===== src/rtl/imem_loader_if.sv =====
// ============================================================================
//  Module      : imem_loader_if
//  Description : Byte-stream input and instruction-memory write bus of the loader
//  Revision    : 1.0
// ============================================================================
`default_nettype none

interface imem_loader_if;
    logic [7:0]  rx_data;
    logic        rx_valid;
    logic        rx_ready;
    logic        mem_we;
    logic [7:0]  mem_addr;
    logic [31:0] mem_wdata;

    // Loader side: consumes the byte stream, drives the memory write port
    modport master (
        input  rx_data,
        input  rx_valid,
        output rx_ready,
        output mem_we,
        output mem_addr,
        output mem_wdata
    );

    // Environment side: byte source and instruction memory
    modport slave (
        output rx_data,
        output rx_valid,
        input  rx_ready,
        input  mem_we,
        input  mem_addr,
        input  mem_wdata
    );
endinterface

`default_nettype wire


===== src/rtl/imem_loader.sv =====
// ============================================================================
//  Module      : imem_loader
//  Description : Framed byte-stream loader for the 256x32 instruction memory;
//                holds the CPU in reset until a frame passes its XOR checksum
//  Revision    : 1.0
// ============================================================================
`default_nettype none

module imem_loader #(
    parameter logic [7:0] SYNC_BYTE      = 8'hA5,
    parameter int          TIMEOUT_CYCLES = 100000,
    parameter bit          BIG_ENDIAN     = 1'b1
) (
    input  logic               clk,
    input  logic               rst,
    imem_loader_if.master      bus,
    output logic               cpu_hold,
    output logic               load_done,
    output logic               load_err,
    output logic [8:0]         words_loaded
);

    localparam int                 c_TMO_W   = $clog2(TIMEOUT_CYCLES + 1);
    localparam logic [c_TMO_W-1:0] c_TMO_MAX = c_TMO_W'(TIMEOUT_CYCLES);

    typedef enum logic [2:0] {
        S_IDLE  = 3'd0,
        S_COUNT = 3'd1,
        S_DATA  = 3'd2,
        S_WRITE = 3'd3,
        S_CHECK = 3'd4,
        S_DONE  = 3'd5,
        S_ERROR = 3'd6
    } state_t;

    state_t               r_state;
    state_t               w_state_next;

    logic [8:0]           r_count_n;
    logic [8:0]           r_words;
    logic [1:0]           r_bidx;
    logic [31:0]          r_word;
    logic [7:0]           r_acc;
    logic [c_TMO_W-1:0]   r_tmo;
    logic [7:0]           r_mem_addr;
    logic [31:0]          r_mem_wdata;
    logic                 r_cpu_hold;
    logic                 r_done;
    logic                 r_err;

    logic                 w_ready;
    logic                 w_accept;
    logic                 w_is_sync;
    logic                 w_tmo_active;
    logic                 w_timed_out;
    logic [31:0]          w_word_shift;
    logic [8:0]           w_words_inc;

    assign w_ready      = (r_state != S_WRITE);
    assign w_accept     = bus.rx_valid && w_ready;
    assign w_is_sync    = (bus.rx_data == SYNC_BYTE);
    assign w_tmo_active = (r_state == S_COUNT) || (r_state == S_DATA) || (r_state == S_CHECK);
    // An accepted byte in the expiry cycle takes priority over the timeout
    assign w_timed_out  = w_tmo_active && !w_accept && (r_tmo == c_TMO_MAX);
    assign w_word_shift = BIG_ENDIAN ? {r_word[23:0], bus.rx_data}
                                     : {bus.rx_data, r_word[31:8]};
    assign w_words_inc  = r_words + 9'd1;

    assign bus.rx_ready  = w_ready;
    assign bus.mem_we    = (r_state == S_WRITE);
    assign bus.mem_addr  = r_mem_addr;
    assign bus.mem_wdata = r_mem_wdata;
    assign cpu_hold      = r_cpu_hold;
    assign load_done     = r_done;
    assign load_err      = r_err;
    assign words_loaded  = r_words;

    always_ff @(posedge clk) begin
        if (rst) begin
            r_state <= S_IDLE;
        end else begin
            r_state <= w_state_next;
        end
    end

    always_comb begin
        w_state_next = r_state;
        case (r_state)
            S_IDLE, S_DONE, S_ERROR: begin
                if (w_accept && w_is_sync) begin
                    w_state_next = S_COUNT;
                end
            end
            S_COUNT: begin
                if (w_accept) begin
                    w_state_next = S_DATA;
                end
            end
            S_DATA: begin
                if (w_accept && (r_bidx == 2'd3)) begin
                    w_state_next = S_WRITE;
                end
            end
            S_WRITE: begin
                w_state_next = (w_words_inc == r_count_n) ? S_CHECK : S_DATA;
            end
            S_CHECK: begin
                if (w_accept) begin
                    w_state_next = (bus.rx_data == r_acc) ? S_DONE : S_ERROR;
                end
            end
            default: begin
                w_state_next = S_IDLE;
            end
        endcase
        if (w_timed_out) begin
            w_state_next = S_ERROR;
        end
    end

    // The word counter doubles as the write address; N=256 ends at 8'hFF
    always_ff @(posedge clk) begin
        if (rst) begin
            r_count_n   <= '0;
            r_words     <= '0;
            r_bidx      <= '0;
            r_word      <= '0;
            r_acc       <= '0;
            r_tmo       <= '0;
            r_mem_addr  <= '0;
            r_mem_wdata <= '0;
            r_cpu_hold  <= 1'b1;
            r_done      <= 1'b0;
            r_err       <= 1'b0;
        end else begin
            r_tmo <= (w_tmo_active && !w_accept && !w_timed_out) ? r_tmo + 1'b1 : '0;

            case (r_state)
                S_IDLE, S_DONE, S_ERROR: begin
                    if (w_accept && w_is_sync) begin
                        r_done     <= 1'b0;
                        r_err      <= 1'b0;
                        r_cpu_hold <= 1'b1;
                    end
                end
                S_COUNT: begin
                    if (w_accept) begin
                        r_count_n <= (bus.rx_data == 8'h00) ? 9'd256 : {1'b0, bus.rx_data};
                        r_words   <= '0;
                        r_bidx    <= '0;
                        r_word    <= '0;
                        r_acc     <= '0;
                    end
                end
                S_DATA: begin
                    if (w_accept) begin
                        r_word <= w_word_shift;
                        r_acc  <= r_acc ^ bus.rx_data;
                        r_bidx <= r_bidx + 2'd1;
                        if (r_bidx == 2'd3) begin
                            r_mem_addr  <= r_words[7:0];
                            r_mem_wdata <= w_word_shift;
                        end
                    end
                end
                S_WRITE: begin
                    r_words <= w_words_inc;
                end
                S_CHECK: begin
                    if (w_accept) begin
                        if (bus.rx_data == r_acc) begin
                            r_done     <= 1'b1;
                            r_cpu_hold <= 1'b0;
                        end else begin
                            r_err      <= 1'b1;
                            r_cpu_hold <= 1'b1;
                        end
                    end
                end
                default: begin
                end
            endcase

            if (w_timed_out) begin
                r_err      <= 1'b1;
                r_cpu_hold <= 1'b1;
            end
        end
    end

endmodule

`default_nettype wire

===== src/flat_wrapper.sv =====
// flat-port wrapper written by rule: the top's interface ports become plain ports
module imem_loader_flat 
#(
    parameter logic [7:0] SYNC_BYTE      = 8'hA5,
    parameter int          TIMEOUT_CYCLES = 100000,
    parameter bit          BIG_ENDIAN     = 1'b1
)
  (clk, rst, cpu_hold, load_done, load_err, words_loaded, bus_rx_data, bus_rx_valid, bus_rx_ready, bus_mem_we, bus_mem_addr, bus_mem_wdata);
  imem_loader_if bus_i ();
  input  logic clk;
  input  logic rst;
  output logic cpu_hold;
  output logic load_done;
  output logic load_err;
  output logic [8:0] words_loaded;
  input wire logic [$bits(bus_i.rx_data)-1:0] bus_rx_data;
  input wire logic [$bits(bus_i.rx_valid)-1:0] bus_rx_valid;
  output wire logic [$bits(bus_i.rx_ready)-1:0] bus_rx_ready;
  output wire logic [$bits(bus_i.mem_we)-1:0] bus_mem_we;
  output wire logic [$bits(bus_i.mem_addr)-1:0] bus_mem_addr;
  output wire logic [$bits(bus_i.mem_wdata)-1:0] bus_mem_wdata;
  assign bus_i.rx_data = bus_rx_data;
  assign bus_i.rx_valid = bus_rx_valid;
  assign bus_rx_ready = bus_i.rx_ready;
  assign bus_mem_we = bus_i.mem_we;
  assign bus_mem_addr = bus_i.mem_addr;
  assign bus_mem_wdata = bus_i.mem_wdata;
  imem_loader #(.SYNC_BYTE(SYNC_BYTE), .TIMEOUT_CYCLES(TIMEOUT_CYCLES), .BIG_ENDIAN(BIG_ENDIAN)) u_core (.clk(clk), .rst(rst), .bus(bus_i), .cpu_hold(cpu_hold), .load_done(load_done), .load_err(load_err), .words_loaded(words_loaded));
endmodule

===== config.mk =====
export PLATFORM = sky130hd
export DESIGN_NAME = imem_loader_flat
export DESIGN_NICKNAME = d
export VERILOG_FILES = /design/src/rtl/imem_loader_if.sv /design/src/rtl/imem_loader.sv /design/src/flat_wrapper.sv
export SDC_FILE = /design/constraint.sdc
export NUM_CORES = 1
export LEC_CHECK = 0
export CAP_MARGIN = 15
export CORE_ASPECT_RATIO = 0.75
export CORE_MARGIN = 3
export CORE_UTILIZATION = 50
export DETAILED_ROUTE_END_ITERATION = 10
export HOLD_SLACK_MARGIN = 0.15
export PLACE_DENSITY = 0.81
export SETUP_SLACK_MARGIN = 0.02
export SYNTH_ARGS = -nofsm -noshare
export SYNTH_HDL_FRONTEND = slang
export SYNTH_SLANG_ARGS = --single-unit

===== constraint.sdc =====
create_clock -name clk -period 2.45 [get_ports clk]
set_clock_uncertainty 0.2 [all_clocks]
set_input_delay 0.245 -clock clk [delete_from_list [all_inputs] [get_ports clk]]
set_output_delay 0.245 -clock clk [all_outputs]
set_load 0.01 [all_outputs]

Word level (Yosys, flattened, before mapping)
Index checks and enable logic that the tools add are counted.
{ "op_classes": {"n_reduce_logical": 28, "eq_ne": 23, "add_sub_neg": 3, "n_bitwise": 2, "n_mux": 32} }
{ "ops": {"columns": ["op", "count"], "rows": [
  ["two-way mux 24 bit", 2],
  ["case mux 24 bit (2 select lines)", 1],
  ["two-way mux 3 bit", 6],
  ["two-way mux 9 bit", 2],
  ["case mux 9 bit (2 select lines)", 1],
  ["adder 17 x 1 -> 17 bit, second input constant", 1],
  ["== test 17 bit, second input constant", 1],
  ["two-way mux 8 bit", 2],
  ["case mux 8 bit (2 select lines)", 1],
  ["AND reduction 4 bit", 4],
  ["case mux 3 bit (5 select lines)", 1],
  ["adder 9 x 1 -> 9 bit, second input constant", 1],
  ["== test 3 bit, second input constant", 3],
  ["== test 9 bit", 1],
  ["two-way mux 1 bit", 9],
  ["!= test 3 x 1 -> 1 bit, second input constant", 3],
  ["!= test 3 x 2 -> 1 bit, second input constant", 3],
  ["AND reduction 3 bit", 3],
  ["== test 8 bit", 1],
  ["== test 8 bit, second input constant", 1],
  ["logical NOT 8 bit", 1],
  ["!= test 2 x 1 -> 1 bit, second input constant", 4],
  ["bitwise XOR 8 bit", 1],
  ["== test 3 x 2 -> 1 bit, second input constant", 2],
  ["other kinds (17)", 33]
]} }
{ "totals": {"wordCells": 101, "out_inout_bits": 54, "in_bits": 11, "register_bits": 115} }

Longest topological paths before layout
Gate-level depths: netlist of the first run.
{ "depth": {"word_depth": 9, "mapped_depth": 9, "mapped_depth_nobuf": 8} }

Worst setup path after synthesis of the first run
Ideal clock, no wire load.
{ "synth_timing": {"path_type": "reg-to-reg", "from": "reg u_core.r_tmo[13]", "to": "reg u_core.r_state[1]", "path_stages_with_launch": 7, "required_ps": 2130, "setup_ps": 120, "t_arrival_ps": 2074, "path_slack_ps": 56, "n_path_buf": 0, "path_cell_list": "dfxtp_1 or4b_4 nor4_4 nor3_1 a211o_1 mux2_4 o31a_1"} }
{ "synth_via": {"elab_chain_cells": 4, "elab_cells_between_ends": 8, "cone_classes": "eq/ne (5); mux (1); reduce/logical (2)"} }
{ "synth_rtl": {"columns": ["item", "line_no", "source"], "rows": [
  ["from (decl)", "imem_loader.sv:44", "logic [c_TMO_W-1:0] r_tmo;"],
  ["from (signal assigned)", "imem_loader.sv:136", "r_tmo <= (w_tmo_active && !w_accept && !w_timed_out) ? r_tmo + 1'b1 : '0;"],
  ["== test 17 bit *", "imem_loader.sv:64", "assign w_timed_out = w_tmo_active && !w_accept && (r_tmo == c_TMO_MAX);"],
  ["logical AND 1 bit *", "imem_loader.sv:64", null],
  ["!= test 3 x 1 -> 1 bit (no line) / != test 3 x 2 -> 1 bit (equally long branches)", null, null],
  ["AND reduction 4 bit (no line)", null, null],
  ["to (signal assigned)", "imem_loader.sv:82", "r_state <= w_state_next;"],
  ["to (decl)", "imem_loader.sv:36", "state_t r_state;"]
]} }
Every way passes the cells marked *; elsewhere a longest branch is shown, timed or not.
A chain may end at the register's enable or synchronous reset.

Worst setup path in the final report of the first run
Same ends and word-level chain as after synthesis.

==> results of run 1 <==
-- through the flow --
stage	setup TNS [ns]	total power (µW)	util	hold slack (ns)	setup slack [ns]
2_1_floorplan	0	2579	-	0.2321	0.05595
3_3_place_gp	-0.2966	2751	0.6115	0.2425	-0.2566
3_5_place_dp	-0.3807	2779	0.6115	0.2447	-0.2725
4_1_cts	0	5493	0.6793	0.2505	0.02137
5_1_grt	0	5698	0.6811	0.2624	0.01060
6_report	0	5488	0.6811	0.2518	0.06297
-- cells in the mapped netlist (all sizes together) (3+ instances only) --
cell type  count
xor2          19
or3            4
nand2        146
nand4          7
nor3           7
a21oi         89
o21ai         18
nor2b          4
and4           3
a31oi          3
dfxtp        115
inv            7
clkbuf        47
nand3         27
nand2b         3
nand3b         9
nor4           6
xnor2         16
nor2          55
a22oi          9
ha             4
and3           6
-- final timing paths --
kind / startpoint / endpoint
setup reg to reg: u_core.r_tmo[13] / u_core.r_state[1]
hold / removal: u_core.r_word[19] / u_core.r_word[19]
setup / recovery: u_core.r_tmo[13] / u_core.r_state[1]
hold reg to reg: u_core.r_word[19] / u_core.r_word[19]
-- critical path: stages (launching register included) --
cell     delay, ns
dfxtp_1       0.31
or4b_4        0.54
nor4_4        0.30
nor3_1        0.08
a211o_1       0.27
mux2_4        0.31
o31a_1        0.28
-- registers in the layout, indices dropped and copies added, names as in the netlist --
signal / count
u_core.bus.mem_addr: 8
u_core.bus.mem_wdata: 32
u_core.cpu_hold: 1
u_core.load_done: 1
u_core.load_err: 1
u_core.r_acc: 8
u_core.r_bidx: 2
u_core.r_count_n: 9
u_core.r_state: 3
u_core.r_tmo: 17
u_core.r_word: 24
u_core.words_loaded: 9
-- layer usage --
metal	GRT usage	vias up
met5	0	-
li1	-	2300
met1	0.2995	2231
met3	0.06288	16
met4	0.05499	0
met2	0.3787	192
-- kinds of logic (layout without fill, tap and decap cells) --
kind of cell    after synthesis  in the layout
simple gates                290            290
compound gates              135            135
flops                       115            115
buf+inv                      56            144
xor+xnor                     35             35
fa+ha+maj                     4              4
mux                           1              1
-- cell type report --
class                   count  area (µm²)  share of cell area
repair buffers            107       973.4              0.1468
clock inverters             9       177.7             0.02679
well taps                 132       165.2             0.02491
inverters                   7       26.28            0.003962
clock buffers              21       470.5             0.07094
flip-flops and latches    115        2310              0.3483
multi-input cells         465        2509              0.3783
-- where the power goes --
group / switching (µW) / internal (µW) / total [µW]
combinational: 478 / 309 / 788
sequential: 64.1 / 1930 / 1990
clock: 839 / 1870 / 2710
total: 1380 / 4110 / 5490
-- repair_timing --
| action | in CTS | in global routing |
|---|---|---|
| setup endpoints to repair | 2 | 3 |
| resized for setup | 2 | 5 |
| hold buffers | 1 | 0 |
| endpoints found under the hold margin | 14 | 0 |
==> impl_metrics.env, run 1 <==
export IMPL_synth_nets=651
export IMPL_synth_warning_count=0
export IMPL_finish_net_count=728
export IMPL_cts_tree="built"
export IMPL_r2r_setup_slack_ns=0.06
export IMPL_wl_met2_mm=6.140
export IMPL_highest_layer="met4"
export IMPL_worst_setup_path_end_kind="register"
export IMPL_ir_worst_vdd_mv=0.5278
export IMPL_post_dp_cell_area_um2=5953
export IMPL_chipHeight_um=93.09
export IMPL_synth_largest_type_area_fraction=0.4553
export IMPL_place_port_buffers=64
export IMPL_max_cap_violations=0
export IMPL_path_clk_slew_ns=0.05
export IMPL_grt_first_pass_wirelength_mm=20.92
export IMPL_layout_cells_sized_above_1=0.1257
export IMPL_synth_seq_area_share=0.4553
export IMPL_first_iter_violations=461
export IMPL_design_core_area_um2=9736
export IMPL_dpl_cell_count=825
export IMPL_synth_edf_count=0
export IMPL_grt_total_usage=0.2293
export IMPL_drt_first_pass_iters=5
export IMPL_globalRoute_totalOverflow=0
export IMPL_final_area_um2=6631
export IMPL_run_status="finished, final reports clean"
export IMPL_cts_sinks=115
export IMPL_setup_repair_after_global_routing_missed_its_margin="yes"
export IMPL_layout_cells_most_common="nand2_1"
export IMPL_antenna_violating_nets_post_route=0
export IMPL_timing_final_max_slew_violations=0
export IMPL_post_syn_area_per_cell_um2=7.950
export IMPL_syn2layout_area_growth_pct=31.16
export IMPL_synth_seq_cells=115
export IMPL_postSynthCellCount=636
export IMPL_cts_root_buf="clkbuf_16"
export IMPL_synth_xor_area_share=0.06063
export IMPL_number_of_setup_violations_in_the_final_report=0
export IMPL_met1Wirelength_mm=5.640
export IMPL_htreeDepth=4
export IMPL_cp_max_fo=2
export IMPL_antenna_found_initial=0
export IMPL_via_per_inst=5.536
export IMPL_ff2ff_path_depth=6
export IMPL_powerDensity_nw_per_um2=827.6
export IMPL_cp_arrival_ns=2.48
export IMPL_worstMarginPinSlew_ns=0.5509
export IMPL_synth_top_cells_by_area="dfxtp_1 (46%), nand2_1 (11%), a21oi_1 (8.8%)"
export IMPL_detailed_place_hpwl_mm=8.510
export IMPL_num_vias=4739
export IMPL_final_cells=856
export IMPL_antennaDiodeCount=0
export IMPL_routed_wl_mm=12.68
export IMPL_route_detailed_wl_per_inst_um=14.81
export IMPL_muxShareOfSynthArea=0.002970
export IMPL_synthDominantAreaCellType="dfxtp_1"
export IMPL_drt_drc_violations_left=0
export IMPL_min_delay_path_depth=2
export IMPL_ctsLongestPathBuffers=2
export IMPL_cts_buffers_inserted=17
export IMPL_clock_latency_ns=0.41
export IMPL_floorplan_die_area_um2=11370
export IMPL_post_cts_setup_buffers=0
export IMPL_most_common_layout_cells="nand2_1 (146), dfxtp_1 (113), a21oi_1 (89)"
export IMPL_post_synth_num_cell_types=57
export IMPL_synthesis_area_um2=5056
export IMPL_fill_cells=748
export IMPL_final_hold_violation_count=0
export IMPL_die_width_um=122.1
export IMPL_min_period_ns=2.387
export IMPL_ys_dominant_reg_cell="dfxtp_1"
export IMPL_power_leakage_uw=0.002325
export IMPL_min_path_type="register to register"
export IMPL_min_period_over_period=0.9743
export IMPL_synth_compound_area_share=0.1500
export IMPL_placementRows=31
export IMPL_clock_fmax_mhz=418.9
export IMPL_asyncSetResetFlopFracSynth=0
export IMPL_grt_start_max_net_pins=53
export IMPL_met3RoutedLength_um=770
export IMPL_worst_setup_path_type="register to register"
export IMPL_data_required_time_at_the_worst_endpoint_ns=2.55
export IMPL_setup_worst_path_start_class="register"
export IMPL_place_congestion=0.9354
export IMPL_synth_adder_area_share=0.009899
export IMPL_ios=65
export IMPL_initial_core_util=0.5193
export IMPL_synth_simple_area_share=0.2697
export IMPL_first_global_vias=4442
export IMPL_slew_margin_rel=0.6327
export IMPL_synth_top_family_by_area="simple AND/OR/NAND/NOR gates"
No activity file was read; power rests on OpenSTA's default activity.
==> run 2: changes to the inputs <==
Settings changed: TNS_END_PERCENT from default to 20.
==> impl_metrics.env, run 2 (same netlist as run 1, synthesis figures left out) <==
export IMPL_r2r_setup_slack_ns=0.06
export IMPL_via_per_inst=5.598
export IMPL_num_vias=4792
export IMPL_min_period_over_period=0.9745
export IMPL_htreeDepth=4
export IMPL_place_port_buffers=64
export IMPL_chipHeight_um=93.09
export IMPL_design_core_area_um2=9736
export IMPL_globalRoute_totalOverflow=0
export IMPL_routed_wl_mm=12.69
export IMPL_drt_first_pass_iters=8
export IMPL_grt_start_max_net_pins=53
export IMPL_setup_tns_ns=0
export IMPL_path_clk_slew_ns=0.05
export IMPL_grt_first_pass_wirelength_mm=20.92
export IMPL_slew_margin_rel=0.6331
export IMPL_cts_sinks=115
export IMPL_largest_reg_flops=32
export IMPL_syn2layout_area_growth_pct=31.06
export IMPL_clock_fmax_mhz=418.8
export IMPL_worst_setup_path_type="register to register"
export IMPL_ctsLongestPathBuffers=2
export IMPL_power_leakage_uw=0.002324
export IMPL_finish_net_count=728
export IMPL_worst_setup_path_end_kind="register"
export IMPL_cts_tree="built"
export IMPL_drt_drc_violations_left=0
export IMPL_setup_worst_path_start_class="register"
export IMPL_initial_core_util=0.5193
export IMPL_data_required_time_at_the_worst_endpoint_ns=2.55
export IMPL_antenna_found_initial=0
export IMPL_cts_root_buf="clkbuf_16"
export IMPL_run_status="finished, final reports clean"
export IMPL_ff2ff_path_depth=6
export IMPL_layout_cells_sized_above_1=0.1243
export IMPL_ir_worst_vdd_mv=0.5287
export IMPL_worstReg2RegEnd="u_core.r_state[1]"
export IMPL_place_congestion=0.9354
export IMPL_placementRows=31
export IMPL_powerDensity_nw_per_um2=828.1
export IMPL_clock_latency_ns=0.41
export IMPL_number_of_setup_violations_in_the_final_report=0
export IMPL_antennaDiodeCount=0
export IMPL_most_common_layout_cells="nand2_1 (146), dfxtp_1 (113), a21oi_1 (89)"
export IMPL_floorplan_die_area_um2=11370
export IMPL_cts_buffers_inserted=17
export IMPL_first_iter_violations=464
export IMPL_antenna_violating_nets_post_route=0
export IMPL_worstMarginPinSlew_ns=0.5504
export IMPL_first_global_vias=4442
export IMPL_detailed_place_hpwl_mm=8.510
export IMPL_crit_path_end="u_core.r_state[1]"
export IMPL_worstReg2RegStart="u_core.r_tmo[13]"
export IMPL_final_hold_violation_count=0
export IMPL_grt_total_usage=0.2293
export IMPL_layout_cells_most_common="nand2_1"
export IMPL_timing_final_max_slew_violations=0
export IMPL_post_cts_setup_buffers=0
export IMPL_ios=65
export IMPL_setup_repair_after_global_routing_missed_its_margin="yes"
export IMPL_post_layout_utilization_of_the_core=0.6806
export IMPL_route_detailed_wl_per_inst_um=14.83
export IMPL_startpoint="u_core.r_tmo[13]"
export IMPL_max_cap_violations=0
export IMPL_cp_arrival_ns=2.49
export IMPL_min_path_type="register to register"
export IMPL_die_width_um=122.1
export IMPL_min_period_ns=2.388
export IMPL_cp_max_fo=2
## run 2: layout make-up
| class | instances | area, µm² |
|---|---|---|
| Fill cell | 748 | 3109 |
| Multi-Input combinational cell | 465 | 2504 |
| Sequential cell | 115 | 2310 |
| Timing Repair Buffer | 107 | 973.4 |
| Clock buffer | 21 | 470.5 |
| Clock inverter | 9 | 177.7 |
| Tap cell | 132 | 165.2 |
| Inverter | 7 | 26.28 |
## run 2: how the worst min path moves through the flow
stage	start	to	slack (ns)	depth (start not counted)
after detailed placement	u_core.r_word[19]	u_core.r_word[19]	0.24	2
after floorplan	u_core.r_word[16]	u_core.bus.mem_wdata[24]	0.23	2
after global routing	u_core.bus.mem_addr[3]	u_core.bus.mem_addr[3]	0.26	2
final	u_core.bus.mem_wdata[5]	u_core.bus.mem_wdata[5]	0.25	2
after CTS	u_core.r_word[19]	u_core.r_word[19]	0.25	2
after global placement	u_core.r_word[19]	u_core.r_word[19]	0.24	2
## run 2: critical path: stages (launching register included)
cell and delay (ns):
dfxtp_1 0.31, or4b_4 0.54, nor4_4 0.30, nor3_1 0.08, a211o_1 0.27, mux2_4 0.31
o31a_1 0.28
## run 2: metrics by stage
stage               area [µm²]  std cells  total power, µW  setup slack [ns]  hold WS (ns)
finish                    6626        856             5487           0.06247        0.2525
global route              6626        856             5697           0.01060        0.2624
CTS                       6614        856             5493           0.02137        0.2505
detailed placement        5953        825             2779           -0.2725        0.2447
global placement          5953        825             2751           -0.2566        0.2425
floorplan                 5056        636             2579           0.05595        0.2321
## run 2: per-layer routing
layer  GRT usage  share of wire  up-vias
met2      0.3787           0.48      186
met5           0              0        -
li1            -              -     2298
met4     0.05499         0.0087        0
met1      0.2995           0.45     2285
met3     0.06288          0.062       23
## run 2: repair_timing
action	CTS	global route
endpoints found under the setup margin	2	3
endpoints found under the hold margin	14	0
hold buffers	1	0
resized for setup	2	4
## run 2: report_power, final
part	internal, µW	switching, µW	total (µW)	leakage [µW]
Combinational	309	476	785	0.00108
Clock	1870	839	2710	0.000319
Sequential	1930	65.1	1990	0.000928
==> run 3: changes to the inputs <==
Settings changed: CTS_CLUSTER_DIAMETER from default to 80.
==> results of run 3 <==
The final DEF is identical to that of run 2; final timing and power are the same.
